--- config.mk ---
export PLATFORM = sky130hd
export DESIGN_NAME = ifetch_unit
export DESIGN_NICKNAME = d
export VERILOG_FILES = /design/src/rtl/cpu_pkg.sv /design/src/rtl/ifetch_unit.sv
export SDC_FILE = /design/constraint.sdc
export NUM_CORES = 1
export LEC_CHECK = 0
export CAP_MARGIN = 20
export CELL_PAD_IN_SITES_DETAIL_PLACEMENT = 2
export CELL_PAD_IN_SITES_GLOBAL_PLACEMENT = 2
export CORE_MARGIN = 3
export CORE_UTILIZATION = 21
export CTS_CLUSTER_DIAMETER = 120
export DETAILED_ROUTE_END_ITERATION = 16
export PLACE_DENSITY = 0.75
export SYNTH_ARGS = -nofsm -noshare
export SYNTH_HDL_FRONTEND = slang
export SYNTH_SLANG_ARGS = --single-unit
--- constraint.sdc ---
create_clock -name clk -period 2.7 [get_ports clk]
set_input_delay 0.81 -clock clk [delete_from_list [all_inputs] [get_ports clk]]
set_output_delay 0.81 -clock clk [all_outputs]
set_load 0.03 [all_outputs]
--- src/rtl/cpu_pkg.sv ---
// cpu_pkg: shared definitions for the CPU front end.
//   - Fetch exception cause codes
//   - Reset PC and the NOP word used for exception and reset entries
//   - Fetch FSM state type and the fetch output-entry record
//   - pc_misaligned(): alignment check on a fetch address
package cpu_pkg;

  localparam logic [3:0]  EXC_INSTR_MISALIGNED   = 4'd0;
  localparam logic [3:0]  EXC_INSTR_ACCESS_FAULT = 4'd1;

  localparam logic [31:0] NOP_INSTR = 32'h0000_0013;
  localparam logic [63:0] RESET_PC  = 64'h0000_0000_0000_0000;

  typedef enum logic {
    RUN        = 1'b0,
    FAULT_HOLD = 1'b1
  } fetch_state_e;

  // One fetched instruction plus its exception side information.
  typedef struct packed {
    logic [31:0] instr;
    logic [63:0] pc;
    logic        exc_en;
    logic [3:0]  exc_code;
    logic [63:0] exc_val;
  } fetch_entry_t;

  // Instructions are 4-byte aligned; any low address bit set is a fault.
  function automatic logic pc_misaligned(input logic [63:0] pc);
    return (pc[1:0] != 2'b00);
  endfunction

endpackage

--- src/rtl/ifetch_unit.sv ---
// ifetch_unit: instruction-fetch initiator.
//   Owns the PC, drives a combinational instruction memory, and presents each
//   fetched instruction to decode through a single-entry valid/ready register.
//   Fetch exceptions (misaligned PC, imem access fault) travel with the entry.
//   After an exception the unit parks in FAULT_HOLD until a trap or redirect.
// Ports:
//   clk, rst            clock; synchronous active-high reset
//   pc_addr             fetch address to imem (the PC register)
//   imem_instr/exc_*    imem response for pc_addr, same cycle
//   redirect_en/pc      branch/jump redirect from execute
//   trap_en/pc          trap/mret redirect, wins over redirect_en
//   out_valid/ready     handshake with decode
//   out_instr/pc/exc_*  fetched entry and its exception information
module ifetch_unit
  import cpu_pkg::*;
#(
  parameter logic [63:0] RESET_PC  = cpu_pkg::RESET_PC,
  parameter logic [31:0] NOP_INSTR = cpu_pkg::NOP_INSTR
) (
  input  logic        clk,
  input  logic        rst,
  output logic [63:0] pc_addr,
  input  logic [31:0] imem_instr,
  input  logic        imem_exc_en,
  input  logic [3:0]  imem_exc_code,
  input  logic [63:0] imem_exc_val,
  input  logic        redirect_en,
  input  logic [63:0] redirect_pc,
  input  logic        trap_en,
  input  logic [63:0] trap_pc,
  output logic        out_valid,
  input  logic        out_ready,
  output logic [31:0] out_instr,
  output logic [63:0] out_pc,
  output logic        out_exc_en,
  output logic [3:0]  out_exc_code,
  output logic [63:0] out_exc_val
);

  fetch_state_e state_q, state_d;
  logic [63:0]  pc_q, pc_d;
  logic         valid_q, valid_d;
  fetch_entry_t entry_q, entry_d;

  logic xfer_s;
  logic can_load_s;

  // The output register may refill in the same cycle its entry leaves.
  assign xfer_s     = valid_q && out_ready;
  assign can_load_s = !valid_q || xfer_s;

  // Next-state logic: redirects first, then drain and capture.
  always_comb begin
    state_d = state_q;
    pc_d    = pc_q;
    valid_d = valid_q;
    entry_d = entry_q;

    if (trap_en) begin
      pc_d    = trap_pc;
      valid_d = 1'b0;
      state_d = RUN;
    end else if (redirect_en) begin
      pc_d    = redirect_pc;
      valid_d = 1'b0;
      state_d = RUN;
    end else begin
      if (xfer_s) begin
        valid_d = 1'b0;
      end else begin
        valid_d = valid_q;
      end

      case (state_q)
        RUN: begin
          if (can_load_s) begin
            valid_d    = 1'b1;
            entry_d.pc = pc_q;
            if (pc_misaligned(pc_q)) begin
              // imem response is meaningless for a misaligned address.
              entry_d.instr    = NOP_INSTR;
              entry_d.exc_en   = 1'b1;
              entry_d.exc_code = EXC_INSTR_MISALIGNED;
              entry_d.exc_val  = pc_q;
              state_d          = FAULT_HOLD;
            end else if (imem_exc_en) begin
              entry_d.instr    = NOP_INSTR;
              entry_d.exc_en   = 1'b1;
              entry_d.exc_code = imem_exc_code;
              entry_d.exc_val  = imem_exc_val;
              state_d          = FAULT_HOLD;
            end else begin
              entry_d.instr    = imem_instr;
              entry_d.exc_en   = 1'b0;
              entry_d.exc_code = 4'd0;
              entry_d.exc_val  = 64'd0;
              pc_d             = pc_q + 64'd4;
              state_d          = RUN;
            end
          end else begin
            state_d = RUN;
          end
        end
        FAULT_HOLD: begin
          // PC stays on the faulting address so it is captured only once.
          state_d = FAULT_HOLD;
        end
        default: begin
          state_d = RUN;
        end
      endcase
    end
  end

  // State, PC and output-entry registers.
  always_ff @(posedge clk) begin
    if (rst) begin
      state_q <= RUN;
      pc_q    <= RESET_PC;
      valid_q <= 1'b0;
      entry_q <= '{instr: NOP_INSTR, pc: 64'd0, exc_en: 1'b0,
                   exc_code: 4'd0, exc_val: 64'd0};
    end else begin
      state_q <= state_d;
      pc_q    <= pc_d;
      valid_q <= valid_d;
      entry_q <= entry_d;
    end
  end

  assign pc_addr      = pc_q;
  assign out_valid    = valid_q;
  assign out_instr    = entry_q.instr;
  assign out_pc       = entry_q.pc;
  assign out_exc_en   = entry_q.exc_en;
  assign out_exc_code = entry_q.exc_code;
  assign out_exc_val  = entry_q.exc_val;

endmodule
Word-level counts from Yosys, hierarchy flattened. Cells that the tools add are included.

Register bits after elaboration: 231.

$add $sub $neg: 1. Reductions and logical operators: 8. Eq/ne operators: 3. Mux-type cells: 17. Bitwise gates (word level): 3.

Operator list (count): $mux 64 (6); $mux 69 (2); $add 64x3->64 const B (1); $mux 32 (2); $reduce_and 4->1 (2); $mux 1 (6); $ne 3x3->1 const B (2); $ne 3x1->1 const B (1); $not 1->1 (3); $reduce_bool 3->1 (1); $reduce_or 3->1 (1); $pmux 1 s2 (1); $reduce_bool 2->1 (1); $logic_and 1x1->1 (1); $logic_not 1->1 (1); $logic_or 1x1->1 (1).

Logic depth before layout (Yosys ltp).
Depth in word-level cells: 7. Gate-level depth with buffers: 9. Mapped depth without buffers: 7.

Worst setup path after synthesis. Ideal clock, no wire load.

Path type: input port to flip-flop. Start: in imem_exc_en. End: reg pc_q[47] (netlist: pc_addr[47]). Library setup time: 0.132 ns. Arrival time: 2.491 ns. Path slack: 0.077 ns. Required time: 2.568 ns. Stages on the path: 8. Cells stage by stage: or3_1 buf_2 or3_1 clkbuf_1 or3_1 o31a_1 o21ai_0 a21oi_1.

Word-level cells in the longest chain between the ends: 2.

Ends and longest elaborated chain: start, declared (RTL line ifetch_unit.sv:24) `input logic imem_exc_en,`; $ne 3x1->1 (no source line); $reduce_and 4->1 (no source line); end signal, assigned (RTL line ifetch_unit.sv:125) `pc_q <= pc_d;`; end, declared (RTL line ifetch_unit.sv:41) `logic [63:0] pc_q, pc_d;`.

No other way between the ends. A chain may end at the register's enable or synchronous reset.

Final worst setup path.
Start: reg pc_q[48] (netlist: pc_addr[48]). End: out pc_addr[48].

RTL lines: end, declared (RTL line ifetch_unit.sv:22) `output logic [63:0] pc_addr,`.

No word-level cell between the ends.

==> impl_metrics.csv <==
group,metric,value,unit
setup_path,cpPeakStageDelay,750,ps
setup_path,timing.critical_path.buf_inv,1,
setup_path,cp-startpoint,"pc_addr[48]",
synth,synth_edf_count,0,
layout,fill_cells,5815,
setup_path,startpoint_type,"flop",
synth,synth_area,11030,µm²
cts,cts_inserted_buffers,30,
timing,timing.hold.ws,459.7,ps
synth,synth-async-reset-ratio,0,
setup_path,cpLargestDelayFamily,"buffers and inverters",
setup_path,critPathMaxFanout,7,
timing,fmax,376.6,MHz
setup_path,crit_slowest_cell,"clkdlybuf4s50_1",
synth,yosys_warnings,0,
grt,grt_pass1_wl,95450,µm
timing,hold_violations,0,
min_path,min_from,"out_pc[58]",
floorplan,floorplan.die.height,235.2,µm
placement,place_area,17240,µm²
synth,syn_avg_cell_area,7.851,µm²
routing,dr.pass1.iters,6,
power_and_ir_drop,p_leak,6.733,nW
synth,synth_nets,1640,
setup_path,end_kind,"output port",
placement,place.gp.congestion,0.8439,
run,drv_cap,0,
layout,finalInstanceArea,18300,µm²
routing,drc,0,
setup_path,crit_arrival,1850,ps
timing,period_share,0.9835,
timing,report.final.slew_viol_count,0,
routing,routedWlPerCell,24.43,µm
routing,routed_wl,64130,µm
setup_path,critical_path_class,"flop to output port",
cts,cts_tree,"done",
routing,ant_nets,0,
grt,grt-ovfl-total,0,
min_path,min_to,"out_pc[58]",
cts,root_buffer,"clkbuf_16",
layout,stdcell_count,2625,
floorplan,pin_count,464,
routing,route.vias.total,13420,
grt,antenna_found_initial,24,
setup_path,worstPathRequired,1890,ps
synth,ys_seq_area_frac,0.4192,
timing,final.min_clock_period,2656,ps
timing,worst_clock_skew,8.316,ps
synth,synthDistinctLibCells,69,
grt,grt_pass1_vias,14960,
timing,finalSetupViolations,0,
power_and_ir_drop,p_per_area,562.3,nW/µm²
cts,htreeDepth,1,
min_path,holdPathStages,2,
placement,place_inst,2557,
placement,dp.final_hpwl,48370,µm
setup_path,reg2reg_setup_slack,90,ps
cts,cts_max_path_buffers,3,
routing,viasPerCell,5.111,
layout,area_delta_synth_final,65.88,%
floorplan,rows,83,
timing,slew_headroom,0.4989,
cts,clk_latency,580,ps
layout,most-common-layout-cells,"434 x clkdlybuf4s50_1, 229 x dfxtp_1, 196 x nand2_1, 156 x nor2_1, 137 x buf_4",
synth,ys.flop_type,"dfxtp_1",
floorplan,core-area,51610,µm²
run_status,status,"finished, final reports clean",
floorplan,start_util,0.2137,
cts,clkSinkCount,231,
synth,ys_ff_latch,231,
timing,rsz0062_at_grt,"no",
setup_path,reg2reg_depth,7,
floorplan,dieArea,55310,µm²
cts,clk_pin_slew_worst_paths,60,ps
setup_path,r2r_end,"pc_addr[51]",
routing,drt_iter0_markers,663,
cts,post_cts.repair.setup_buffers,0,
power_and_ir_drop,vdd_drop_max,0.0005271,V
power_and_ir_drop,finalPower,10.29,mW
setup_path,r2r_start,"pc_addr[13]",
placement,port_buffers,463,
layout,mostFrequentLayoutCell,"clkdlybuf4s50_1",
setup_path,crit_chain,"clkdlybuf4s50_1",
grt,grt_max_degree,70,
floorplan,dieWidth,235.2,µm
layout,drive_gt1_frac,0.1188,
layout,layout.nets,2144,
grt,grt_use_total,0.2217,
min_path,hold_path_class,"flop to flop",
synth,syn-instance-count,1405,
timing,worst_pin_slew,751.6,ps
-- power by group --
group,switching (mW),internal [mW]
registers,0.164,3.60
logic,1.37,1.06
clock network,1.65,2.44
-- worst reg2reg max path, cell delays in order (launching register included) --
cell,delay (ps)
dfxtp_1,350
nand4_1,290
nor3_2,490
buf_4,210
nand4_2,290
or3_1,510
o21ai_0,210
o311ai_1,120
-- how the worst max path moves through the flow --
stage                        endpoint  slack [ps]  cells after the start
after floorplan           pc_addr[47]          80                      8
after global placement    pc_addr[53]        -560                      9
after detailed placement  pc_addr[53]        -590                      9
after CTS                 pc_addr[53]           4                      1
after global routing      pc_addr[43]         0.5                      2
final                     pc_addr[48]          40                      1
-- through the flow --
step	setup TNS [ps]	utilization	worst slack, ps
global placement	-22330	0.3339	-555.3
finish	0	0.3545	44.44
CTS	0	0.3528	3.646
global route	0	0.3544	0.4565
detailed placement	-29460	0.3339	-592.5
floorplan	0	-	76.58
-- repair_timing --
| item | in CTS | in global routing |
|---|---|---|
| gates resized for setup | 16 | 16 |
| hold buffers | 0 | 0 |
| gates cloned | 0 | 0 |
| setup endpoints to repair | 16 | 26 |
-- cells by family after synthesis --
kind of cell / after synthesis / share of synthesized area
AND/OR/NAND/NOR: 610 / 0.2607
AO/OA/AOI/OAI: 378 / 0.2354
flip-flops: 231 / 0.4192
buffers and inverters: 149 / 0.05343
XOR/XNOR: 24 / 0.01906
multiplexers: 12 / 0.01112
adder cells (fa/ha/maj): 1 / 0.001134
-- routing by layer --
| layer | vias to the layer above | GRT usage | part of all wire |
|---|---|---|---|
| li1 | 6156 | - | - |
| met3 | 109 | 0.05612 | 0.069 |
| met1 | 6693 | 0.2672 | 0.41 |
| met5 | - | 0 | 0.0014 |
| met2 | 445 | 0.3817 | 0.49 |
| met4 | 14 | 0.07884 | 0.031 |
-- cells in the mapped netlist, types with 6 or more instances --
cell type,instances,share of area
or3_1,18,0.010
o211ai_1,11,0.0075
a221oi_1,83,0.066
nand2b_1,15,0.0085
inv_1,10,0.0034
o22ai_1,11,0.0062
and4_1,7,0.0056
clkbuf_1,104,0.035
nor3_1,91,0.041
nand3_1,44,0.020
a21oi_1,130,0.059
dfxtp_1,231,0.42
nand4_1,18,0.010
buf_2,20,0.0091
xnor2_1,15,0.012
nor2_1,159,0.054
o31ai_1,7,0.0048
mux2i_1,10,0.0091
xor2_1,9,0.0071
and3_1,17,0.0096
a211oi_1,23,0.016
o21ai_0,26,0.012
nand2_1,196,0.067
nor2b_1,6,0.0034
a22oi_1,36,0.025
buf_1,11,0.0037
nor4_1,14,0.0079
-- state kept, by name (all words and copies together) (netlist names) --
name	count
state_q	1
out_exc_val	64
out_valid	1
out_exc_en	1
pc_addr	64
out_pc	64
out_exc_code	4
out_instr	32
-- cell type report --
cell class / count / area (µm²) / share of cell area
Timing Repair Buffer: 609 / 5879 / 0.3213
Multi-Input combinational cell: 1025 / 5866 / 0.3206
Sequential cell: 231 / 4627 / 0.2529
Clock buffer: 40 / 879.6 / 0.04807
Tap cell: 680 / 850.8 / 0.04650
Clock inverter: 11 / 107.6 / 0.005881
Inverter: 12 / 45.04 / 0.002462
Antenna cell: 17 / 42.54 / 0.002325
Power figures use the tool's default switching activity.
==> variant: new RTL, same flow settings <==
Reset style: asynchronous (`rst`), changed in one clocked block. Comments in the files are not updated.
--- a/src/rtl/ifetch_unit.sv
+++ b/src/rtl/ifetch_unit.sv
@@ -115,3 +115,3 @@
   // State, PC and output-entry registers.
-  always_ff @(posedge clk) begin
+  always_ff @(posedge clk or posedge rst) begin
     if (rst) begin
Check against the original RTL: not settled (the Yosys comparison gave no result); the edit may change what the design does.
==> variant against the unedited design <==
Critical path depth is 1 higher; wire length shrank 3.5%; cell area rose by 3.2%; area after synthesis grew 4.1%; combinational power grew 86%; critical endpoint is now pc_addr[26]; worst hold slack improved by 16 ps; worst setup slack gained 18 ps; highest routed layer unchanged; via count shrank 6.2%; sequential cell count did not move; total power rose by 31%; maximum frequency is 0.69% higher.
==> variant: results (changes against the unedited design) <==
flip-flop and latch count 231 (unchanged); Flop pwr share 0.326 (-0.040); via/cell ratio 4.91 (-3.9%); drt first pass iters 4 (-2); Max-slew headroom 0.338 (-0.161); Largest stage delay, worst path 700 ps (-50 ps); area used by multi-input combinational logic 5250 um^2 (-10%); top post-synthesis cells by count nand2_1, dfrtp_1, nor2_1, nand3_1, clkbuf_1; met2 routed WL 30700 um (-1.4%); Max VDD drop 0.426 mV (-19%); CP Data Arrival Time 1830 ps (-20 ps); Synth cell types 72 (+4.3%); WL met1 25400 um (-4.0%); status complete, no violations; Comb power 0.00452 W (+86%); Met3 Wirelength 3780 um (-15%); sequential cell area share 0.306 (+0.0534); Sw Ratio 0.351 (+0.0417); Async SR Flop Fraction 1.00 (+1.00); multi-input logic portion of the cell area 0.278 (-0.0425); Multi-In Gates 968 (-5.6%); final-layout clock buffer total 41 (+2.5%); via count 12600 (-6.2%); Non-clk bufs 594 (-2.5%); first-pass GRT wire length 92100 um (-3.5%); Layout area overhead 64.5%; leak pwr 7.96 nW (+18%)
[variant: cell count changes in the layout (fill, tap and decap cells not counted), sizes merged, moves of 75 or more]
| cell | before | now |
|---|---|---|
| a21oi | 130 | 48 |
| a221oi | 84 | 6 |
| dfrtp | 0 | 228 |
| dfxtp | 231 | 0 |
| nand2 | 196 | 305 |
| nor3 | 94 | 19 |
[variant: worst paths after layout]
kind	slack (ps)	endpoint	depth (start not counted)	from
worst max register to register	190	pc_addr[60]	8	pc_addr[2]
worst max-delay path	60	pc_addr[26]	2	pc_addr[26]
worst min-delay path	480	out_pc[44]	2	out_pc[44]
worst min register to register	480	out_pc[44]	2	out_pc[44]
max in group asynchronous	1440	out_instr[15]	4	rst
min in group asynchronous	540	out_exc_code[0]	2	rst
[variant: timing repair]
action,CTS,global route
setup endpoints to repair,13,7
hold endpoints to repair,0,0
cloned,0,0
resized for setup,13,7
